<file path="config.mk">
export PLATFORM = sky130hd
export DESIGN_NAME = pc_fpga_bridge
export DESIGN_NICKNAME = d
export VERILOG_FILES = /design/src/rtl/bridge_pkg.sv /design/src/rtl/cmd_fifo.sv /design/src/rtl/pc_fpga_bridge.sv
export SDC_FILE = /design/constraint.sdc
export NUM_CORES = 1
export LEC_CHECK = 0
export CAP_MARGIN = 10
export CORE_UTILIZATION = 35
export DETAILED_ROUTE_END_ITERATION = 12
export SLEW_MARGIN = 20
export SYNTH_ARGS = -nofsm -noshare
export SYNTH_HDL_FRONTEND = slang
export SYNTH_SLANG_ARGS = --single-unit
</file>
<file path="constraint.sdc">
create_clock -name clk -period 4.7 [get_ports clk]
set_clock_uncertainty 0.2 [all_clocks]
set_input_delay 0.47 -clock clk [delete_from_list [all_inputs] [get_ports clk]]
set_output_delay 0.47 -clock clk [all_outputs]
set_load 0.005 [all_outputs]
</file>
<file path="src/rtl/bridge_pkg.sv">
// Shared definitions for the PC <-> FPGA2 bridge: FSM state encodings,
// default timeout reply word and a saturating counter helper.
package bridge_pkg;

    typedef enum logic [2:0] {
        ST_IDLE   = 3'd0,
        ST_LSEND  = 3'd1,
        ST_WAIT   = 3'd2,
        ST_HSEND  = 3'd3,
        ST_FINISH = 3'd4
    } state_e;

    // Widest block width for which the default error word is defined.
    localparam int unsigned ERR_WORD_MAX_W = 1024;
    // Reply sent to the host when FPGA2 never answers; sliced to DW by the top.
    localparam logic [ERR_WORD_MAX_W-1:0] ERR_WORD_DEFAULT = '1;

    // 8-bit increment that sticks at 255.
    function automatic logic [7:0] sat_inc8(input logic [7:0] v);
        return (v == 8'hFF) ? v : v + 8'd1;
    endfunction

endpackage

</file>
<file path="src/rtl/cmd_fifo.sv">
// Command FIFO holding host blocks until the bridge FSM forwards them.
// DEPTH must be a power of two (pointers wrap naturally). A push into a full
// FIFO is accepted only when a pop happens in the same cycle.
module cmd_fifo #(
    parameter  int unsigned DW    = 128,
    parameter  int unsigned DEPTH = 4,
    localparam int unsigned AW    = $clog2(DEPTH)
) (
    input  logic          clk,
    input  logic          rst_n,
    input  logic          push_i,
    input  logic [DW-1:0] wdata_i,
    input  logic          pop_i,
    output logic [DW-1:0] rdata_o,
    output logic          full_o,
    output logic          empty_o,
    output logic [AW:0]   level_o
);

    localparam logic [AW:0] FULL_LVL = (AW+1)'(DEPTH);

    logic [DW-1:0] mem_q [DEPTH];
    logic [AW-1:0] wr_ptr_q, wr_ptr_d;
    logic [AW-1:0] rd_ptr_q, rd_ptr_d;
    logic [AW:0]   level_q, level_d;
    logic          do_push, do_pop;

    assign full_o  = (level_q == FULL_LVL);
    assign empty_o = (level_q == '0);
    assign level_o = level_q;
    assign rdata_o = mem_q[rd_ptr_q];

    assign do_pop  = pop_i && !empty_o;
    assign do_push = push_i && (!full_o || do_pop);

    // Next pointer and occupancy values.
    always_comb begin
        wr_ptr_d = wr_ptr_q;
        rd_ptr_d = rd_ptr_q;
        level_d  = level_q;
        if (do_push) wr_ptr_d = wr_ptr_q + 1'b1;
        if (do_pop)  rd_ptr_d = rd_ptr_q + 1'b1;
        if (do_push && !do_pop)      level_d = level_q + 1'b1;
        else if (!do_push && do_pop) level_d = level_q - 1'b1;
    end

    // Pointer/occupancy registers; clearing these empties the FIFO.
    always_ff @(posedge clk or negedge rst_n) begin
        if (!rst_n) begin
            wr_ptr_q <= '0;
            rd_ptr_q <= '0;
            level_q  <= '0;
        end else begin
            wr_ptr_q <= wr_ptr_d;
            rd_ptr_q <= rd_ptr_d;
            level_q  <= level_d;
        end
    end

    // Storage array; contents are don't-care until written.
    always_ff @(posedge clk) begin
        if (do_push) mem_q[wr_ptr_q] <= wdata_i;
    end

endmodule

</file>
<file path="src/rtl/pc_fpga_bridge.sv">
// PC <-> FPGA2 bridge: queues host blocks, forwards each one over the link,
// waits for the FPGA2 reply and returns it to the host, one command at a time.
// Optional feature macro: BRIDGE_TIMEOUT_EN -- abandons a link wait after
// TMO_CYC cycles and answers the host with ERR_WORD instead.
module pc_fpga_bridge
    import bridge_pkg::*;
#(
    parameter int unsigned    DW       = 128,
    parameter int unsigned    DEPTH    = 4,
    parameter int unsigned    TMO_CYC  = 1_000_000,
    parameter logic [DW-1:0]  ERR_WORD = ERR_WORD_DEFAULT[DW-1:0]
) (
    input  logic                   clk,
    input  logic                   rst,
    input  logic                   host_rx_valid,
    input  logic [DW-1:0]          host_rx_data,
    output logic                   host_tx_start,
    output logic [DW-1:0]          host_tx_data,
    input  logic                   host_tx_busy,
    output logic                   link_send,
    output logic [DW-1:0]          link_tx_data,
    input  logic                   link_rx_ok,
    input  logic [DW-1:0]          link_rx_data,
    output logic [$clog2(DEPTH):0] fifo_level,
    output logic [7:0]             drop_cnt,
    output logic [7:0]             tmo_cnt,
    output logic [2:0]             state_o
);

    state_e        state_q, state_d;
    logic [DW-1:0] link_data_q, link_data_d;
    logic [DW-1:0] host_data_q, host_data_d;
    logic [7:0]    drop_q, drop_d;

    logic          fifo_pop;
    logic          fifo_full;
    logic          fifo_empty;
    logic [DW-1:0] fifo_rdata;

    cmd_fifo #(
        .DW    (DW),
        .DEPTH (DEPTH)
    ) u_fifo (
        .clk     (clk),
        .rst_n   (rst),
        .push_i  (host_rx_valid),
        .wdata_i (host_rx_data),
        .pop_i   (fifo_pop),
        .rdata_o (fifo_rdata),
        .full_o  (fifo_full),
        .empty_o (fifo_empty),
        .level_o (fifo_level)
    );

`ifdef BRIDGE_TIMEOUT_EN
    localparam int unsigned     TW       = (TMO_CYC > 1) ? $clog2(TMO_CYC) : 1;
    localparam logic [TW-1:0]   TMO_LAST = TW'(TMO_CYC - 1);

    logic [TW-1:0] tcnt_q, tcnt_d;
    logic [7:0]    tmo_q, tmo_d;

    assign tmo_cnt = tmo_q;
`else
    assign tmo_cnt = '0;

    // Timeout parameters have no function in this build.
    logic unused_cfg;
    assign unused_cfg = (^ERR_WORD) ^ (TMO_CYC == 0);
`endif

    assign link_send     = (state_q == ST_LSEND);
    assign host_tx_start = (state_q == ST_HSEND);
    assign link_tx_data  = link_data_q;
    assign host_tx_data  = host_data_q;
    assign drop_cnt      = drop_q;
    assign state_o       = state_q;

    // A host block is lost only when the FIFO is full and nothing leaves it this cycle.
    always_comb begin
        drop_d = drop_q;
        if (host_rx_valid && fifo_full && !fifo_pop) drop_d = sat_inc8(drop_q);
    end

    // Transaction FSM: next state, FIFO pop and reply/forward data capture.
    always_comb begin
        state_d     = state_q;
        link_data_d = link_data_q;
        host_data_d = host_data_q;
        fifo_pop    = 1'b0;
`ifdef BRIDGE_TIMEOUT_EN
        tcnt_d      = tcnt_q;
        tmo_d       = tmo_q;
`endif
        unique case (state_q)
            ST_IDLE: begin
                if (!fifo_empty && !host_tx_busy) begin
                    fifo_pop    = 1'b1;
                    link_data_d = fifo_rdata;
                    state_d     = ST_LSEND;
                end
            end
            ST_LSEND: begin
`ifdef BRIDGE_TIMEOUT_EN
                tcnt_d  = '0;
`endif
                state_d = ST_WAIT;
            end
            ST_WAIT: begin
                // A real reply wins over a timeout expiring in the same cycle.
                if (link_rx_ok) begin
                    host_data_d = link_rx_data;
                    state_d     = ST_HSEND;
                end
`ifdef BRIDGE_TIMEOUT_EN
                else if (tcnt_q == TMO_LAST) begin
                    host_data_d = ERR_WORD;
                    tmo_d       = sat_inc8(tmo_q);
                    state_d     = ST_HSEND;
                end else begin
                    tcnt_d = tcnt_q + 1'b1;
                end
`endif
            end
            ST_HSEND: begin
                state_d = ST_FINISH;
            end
            ST_FINISH: begin
                if (!host_tx_busy) state_d = ST_IDLE;
            end
            default: begin
                state_d = ST_IDLE;
            end
        endcase
    end

    // State and datapath registers; reset abandons any in-flight transaction.
    always_ff @(posedge clk or negedge rst) begin
        if (!rst) begin
            state_q     <= ST_IDLE;
            link_data_q <= '0;
            host_data_q <= '0;
            drop_q      <= '0;
        end else begin
            state_q     <= state_d;
            link_data_q <= link_data_d;
            host_data_q <= host_data_d;
            drop_q      <= drop_d;
        end
    end

`ifdef BRIDGE_TIMEOUT_EN
    // WAIT-cycle counter and timeout statistics.
    always_ff @(posedge clk or negedge rst) begin
        if (!rst) begin
            tcnt_q <= '0;
            tmo_q  <= '0;
        end else begin
            tcnt_q <= tcnt_d;
            tmo_q  <= tmo_d;
        end
    end
`endif

endmodule

</file>
==> results of run 1 <==
-- report_power, final --
part / internal (mW) / switching (mW)
Combinational: 5.09 / 3.13
Clock: 4.35 / 2.84
Sequential: 9.60 / 1.08
-- state kept, by name, summed over array words and instances (netlist names) --
register,cells
drop_cnt,8
host_tx_data,128
link_tx_data,128
state_o,3
u_fifo.level_o,3
u_fifo.mem_q,512
u_fifo.rd_ptr_q,2
u_fifo.wr_ptr_q,2
-- repair_timing --
action	in CTS	in global routing
hold buffers	1	0
hold endpoints to repair	82	0
buffers inserted	0	0
gates resized for setup	0	0
-- logic make-up after synthesis --
| family | Yosys count | share of synthesized area |
|---|---|---|
| DFF | 786 | 0.761 |
| muxes | 387 | 0.210 |
| buffers and inverters | 73 | 0.0142 |
| and+or+nand+nor | 37 | 0.00664 |
| xor gates and xnor gates | 13 | 0.00390 |
| adders and majority gates | 7 | 0.00326 |
| AOI/OAI and AO/OA | 4 | 0.00107 |
| other | 1 | 0.000128 |
-- area by class of cell --
type	instances	area, µm²	area share
timing repair buffer	557	5620	0.144
inverter	6	22.5	0.000578
multi-input combinational	456	6610	0.170
sequential	786	22200	0.571
tap	1070	1340	0.0344
antenna	3	7.51	0.000193
clock inverter	64	826	0.0212
clock buffer	98	2300	0.0590
-- final timing paths --
check | from | end | cells past startpoint
setup / recovery | state_o[1] | u_fifo.level_o[2] | 8
hold / removal | rst | link_tx_data[74] | 2
setup reg to reg | state_o[1] | u_fifo.level_o[2] | 8
min in group clk | link_rx_data[65] | host_tx_data[65] | 2
max in group asynchronous | rst | host_tx_data[58] | 3
hold reg to reg | host_tx_data[93] | host_tx_data[93] | 1
-- layout by cell type (no fill, tap or decap), types with 4 or more instances in the layout --
cell type | Yosys | final
clkdlybuf4s50_1 | 0 | 531
edfxtp_1 | 512 | 512
dfrtp_1 | 274 | 272
mux2_2 | 172 | 172
mux4_2 | 128 | 128
clkbuf_16 | 0 | 88
mux2_4 | 87 | 87
clkinv_2 | 0 | 18
buf_4 | 8 | 16
bufinv_16 | 0 | 14
clkinvlp_4 | 0 | 10
xor2_1 | 8 | 8
conb_1 | 1 | 8
clkinv_1 | 0 | 8
buf_12 | 0 | 8
nor2_1 | 7 | 6
inv_1 | 6 | 6
nor3_1 | 6 | 6
nand2_1 | 6 | 6
ha_1 | 6 | 6
clkbuf_8 | 0 | 6
xnor2_1 | 5 | 5
and2_4 | 0 | 4
nand3_1 | 4 | 4
clkbuf_1 | 18 | 4
-- critical path, delay by kind of cell (launching register included) --
kind                     cells  cell delay (ns)
AND/OR/NAND/NOR              2             0.70
adder cells (fa/ha/maj)      2             0.68
AO/OA/AOI/OAI                1             0.55
flip-flops                   1             0.46
XOR/XNOR                     2             0.32
buffers and inverters        1             0.06
-- metal layers --
metal  vias to the layer above  part of all wire  track usage
met4                        40             0.016       0.0395
li1                       6352                 -            -
met2                       486              0.52        0.294
met1                      7442              0.37        0.186
met5                         -            0.0038            0
met3                       128             0.088       0.0672
-- metrics by stage --
stage / power (mW) / area [µm²] / util / cells / setup WS [ns]
after floorplan: 15.0 / 29200 / - / 1315 / 0.994
after global placement: 19.1 / 35800 / 0.435 / 2874 / 1.22
after detailed placement: 19.3 / 35800 / 0.435 / 2874 / 1.22
after CTS: 26.6 / 39000 / 0.473 / 3037 / 1.56
after global routing: 27.4 / 39000 / 0.473 / 3039 / 1.44
final: 26.1 / 39000 / 0.473 / 3040 / 1.62
==> flow_metrics.tcl, run 1 <==
set metrics [dict create \
    dieArea_um2 84600 \
    synth_top_cell_by_area "edfxtp_1" \
    clockRootBuffer "clkbuf_16" \
    die-height_um 291 \
    netlist_area_um2 29200 \
    cap_violations 0 \
    max_freq_mhz 325 \
    cts_tree "yes" \
    yosysMostFrequentCell "edfxtp_1" \
    drt_iter0_markers 573 \
    synth_cell_type_count 32 \
    crit_required_ns 5.01 \
    rsz0062_at_grt "no" \
    critPathMaxStageDelay_ns 0.59 \
    hold_ws_ns 0.238 \
    drive_gt1_frac 0.291 \
    yosysTopAreaCellShare 0.526 \
    grt_overflow_total 0 \
    place.gp.congestion 0.802 \
    fill_cells 6822 \
    start_util 0.355 \
    peakVddDrop_uv 314 \
    synthTopCellsByArea "edfxtp_1 53%, dfrtp_1 23%, mux4_2 9.9%" \
    routed_wl_um 69900 \
    port_buffers 532 \
    routed_via_density 4.75 \
    endpoint_kind "flip-flop" \
    ant_nets 0 \
    critPathSlowestCell "or4_1" \
    drcViolationCount 0 \
    cts_buffer_depth 3 \
    syn_area_per_cell_um2 22.3 \
    core_area_um2 82400 \
    wl_per_cell_um 23.0 \
    synth-edff-count 512 \
    arrival_ns 3.38 \
    hpwlAfterDp_um 45900 \
    setup.worst_path.start_class "flip-flop" \
    yosysWarningCount 0 \
    grt_max_degree 92 \
    tns_ns 0 \
    synthArstFlopShare 0.349 \
    worst_pin_slew_ns 0.814 \
    die_w_um 291 \
    powerDensity_nw_per_um2 670 \
    htreeDepth 3 \
    p_leak_nw 14.2 \
    syn_to_final_growth_pct 33.4 \
    status "finished, final reports clean" \
    synth_cells 1308 \
    path_common_cell "xor2_1" \
    ys.flop_type "edfxtp_1" \
    finalHoldViolations 0 \
    grt_pass1_wl_um 105000 \
    grt_pass1_vias 15800 \
    cts.sinks 786 \
    hold_class "in -> async" \
    finalMaxSlewViolations 0 \
    rows 105 \
    crit_chain "or4_1 -> a31oi_2 -> ha_1 -> inv_1 -> fa_1 -> xor2_1 -> nor2_1 -> xor2_1" \
    fin_crit_sh 0.654 \
    setup_viol 0 \
    synth-seq-area-share 0.761 \
    crit_type "reg -> reg" \
    clk_latency_ns 0.63 \
    synth_commonest_cells "512 x edfxtp_1, 274 x dfrtp_1, 172 x mux2_2, 128 x mux4_2, 87 x mux2_4" \
    crit_fanout 9 \
    io_pins 541 \
    cts_made_buffers 86 \
    num_vias 14400 \
    regToRegSetupSlack_ns 1.62 \
    first_pass_iters 4 \
    min_period_ns 3.08 \
    grt_use_total 0.166 \
    ys_ff_latch 786 \
    clk_pin_slew_ns 0.06 \
    max_slew_margin 0.457 \
    fin_nets 2161 \
    antenna_found_initial 29 \
]
Note: power is estimated with default switching activity, not from simulation.
==> run 2: changes to the inputs <==
Clock period 4.7 ns to 2.7 ns, I/O delays scaled along.
==> flow_metrics.tcl, run 2 (synthesis results as in run 1) <==
set metrics [dict create \
    cts_buffer_depth 3 \
    crit_fanout 130 \
    p_leak_nw 14.3 \
    cap_violations 0 \
    crit_path_start "state_o[2]" \
    crit_required_ns 3.01 \
    final_cell_mix "531 x clkdlybuf4s50_1, 512 x edfxtp_1, 272 x dfrtp_1, 172 x mux2_2, 128 x mux4_2" \
    top_register "u_fifo.mem_q" \
    fin_crit_sh 0.962 \
    min_period_ns 2.60 \
    cts_tree "yes" \
    die-height_um 291 \
    critPathSlowestCell "or4_4" \
    routed_wl_um 73900 \
    antenna_found_initial 21 \
    powerDensity_nw_per_um2 1150 \
    largest_reg_flops 512 \
    grt_use_total 0.175 \
    clockRootBuffer "clkbuf_16" \
    hold_class "in -> async" \
    first_pass_iters 4 \
    drive_gt1_frac 0.294 \
    max_freq_mhz 385 \
    ant_nets 0 \
    htreeDepth 3 \
    routed_via_density 4.77 \
    wl_met3_um 4560 \
    hpwlAfterDp_um 50600 \
    setup_viol 0 \
    top_layer "met5" \
    rr_startpoint "state_o[2]" \
    peakVddDrop_uv 775 \
    setup.worst_path.start_class "flip-flop" \
    grt_max_degree 131 \
    grt_pass1_vias 16200 \
    critPathMaxStageDelay_ns 0.53 \
    cts_made_buffers 84 \
    grt_overflow_total 0 \
    endpoint_kind "flip-flop" \
    place.gp.congestion 0.805 \
    crit_chain "or2_1 -> or4_4 -> buf_12 -> mux2_4" \
    cts.sinks 786 \
    io_pins 541 \
    regToRegSetupSlack_ns 0.10 \
    grt_pass1_wl_um 109000 \
    arrival_ns 2.90 \
    worst_slack_ns 0.102 \
    core_area_um2 82400 \
    reg2reg_depth 4 \
    max_slew_margin 0.225 \
    num_vias 14700 \
    r2r_end "link_tx_data[32]" \
    die_w_um 291 \
    fill_cells 6813 \
    clk_pin_slew_ns 0.06 \
    clk_latency_ns 0.63 \
    finalMaxSlewViolations 0 \
    met1_length_um 28500 \
    hold_ws_ns 0.0239 \
    finalHoldViolations 0 \
    port_buffers 532 \
    drcViolationCount 0 \
    drt_iter0_markers 720 \
    dieArea_um2 84600 \
    crit_type "reg -> reg" \
    rsz0062_at_grt "no" \
    status "finished, final reports clean" \
    fin_nets 2210 \
    wl_per_cell_um 23.9 \
    rows 105 \
    post-cts-setup-buffers 0 \
    dpl_worst_slack_ns -0.191 \
    crit_path_end "link_tx_data[32]" \
    start_util 0.355 \
    layout_commonest_cell "clkdlybuf4s50_1" \
    worst_pin_slew_ns 1.16 \
    dr_wl_met2_um 38800 \
    syn_to_final_growth_pct 34.5 \
]
## run 2: cell types whose count changed in the layout (fill, tap and decap cells not counted), moves of 6 or more
cell	before	now
buf_12	8	30
buf_4	16	39
bufinv_16	14	6
clkbuf_1	4	30
clkinv_2	18	10
dlygate4sd3_1	1	7
## run 2: worst min path at each step
stage / to
after global placement: link_tx_data[33]
after floorplan: drop_cnt[0]
after CTS: host_tx_data[56]
final: link_tx_data[79]
after detailed placement: link_tx_data[79]
after global routing: host_tx_data[34]
## run 2: worst max-delay path, delay by kind of cell, from the launching register on
| family | cells | cell delay (ns) |
|---|---|---|
| muxes | 1 | 0.49 |
| DFF | 1 | 0.39 |
| buffers and inverters | 1 | 0.31 |
| and+or+nand+nor | 2 | 0.82 |
## run 2: stage by stage
stage	instance area, µm²	power (mW)	utilization	TNS, ns	instances
after global placement	36400	34.0	0.442	-46.96	2919
final	39300	45.1	0.477	0	3087
after floorplan	29300	26.1	-	-79.39	1315
after CTS	39300	46.0	0.477	0	3083
after global routing	39300	47.4	0.477	0	3087
after detailed placement	36400	34.4	0.442	-58.91	2919
## run 2: layout make-up
cell class | instances | area, µm² | share of cell area
clock inverter | 35 | 423 | 0.0108
antenna | 4 | 10.0 | 0.000255
clock buffer | 122 | 2320 | 0.0592
multi-input combinational | 456 | 6630 | 0.169
timing repair buffer | 608 | 6290 | 0.160
inverter | 6 | 22.5 | 0.000573
sequential | 786 | 22200 | 0.566
tap | 1070 | 1340 | 0.0341
## run 2: metal layers
metal | track usage | vias to the layer above
met2 | 0.313 | 492
li1 | - | 6461
met5 | 0 | -
met4 | 0.0601 | 20
met1 | 0.202 | 7624
met3 | 0.0475 | 126
## run 2: report_power, final
group | total [mW] | switching (mW) | internal, mW | leakage, nW
Combinational | 15.3 | 5.94 | 9.40 | 5.09
Clock | 11.3 | 4.70 | 6.62 | 1.32
Sequential | 18.4 | 1.75 | 16.7 | 7.93
Total | 45.1 | 12.4 | 32.7 | 14.3
## run 2: repair_timing
action,4_1_cts,5_1_grt
resized for setup,0,1
endpoints found under the setup margin,0,1
hold buffers,7,0
endpoints found under the hold margin,280,0
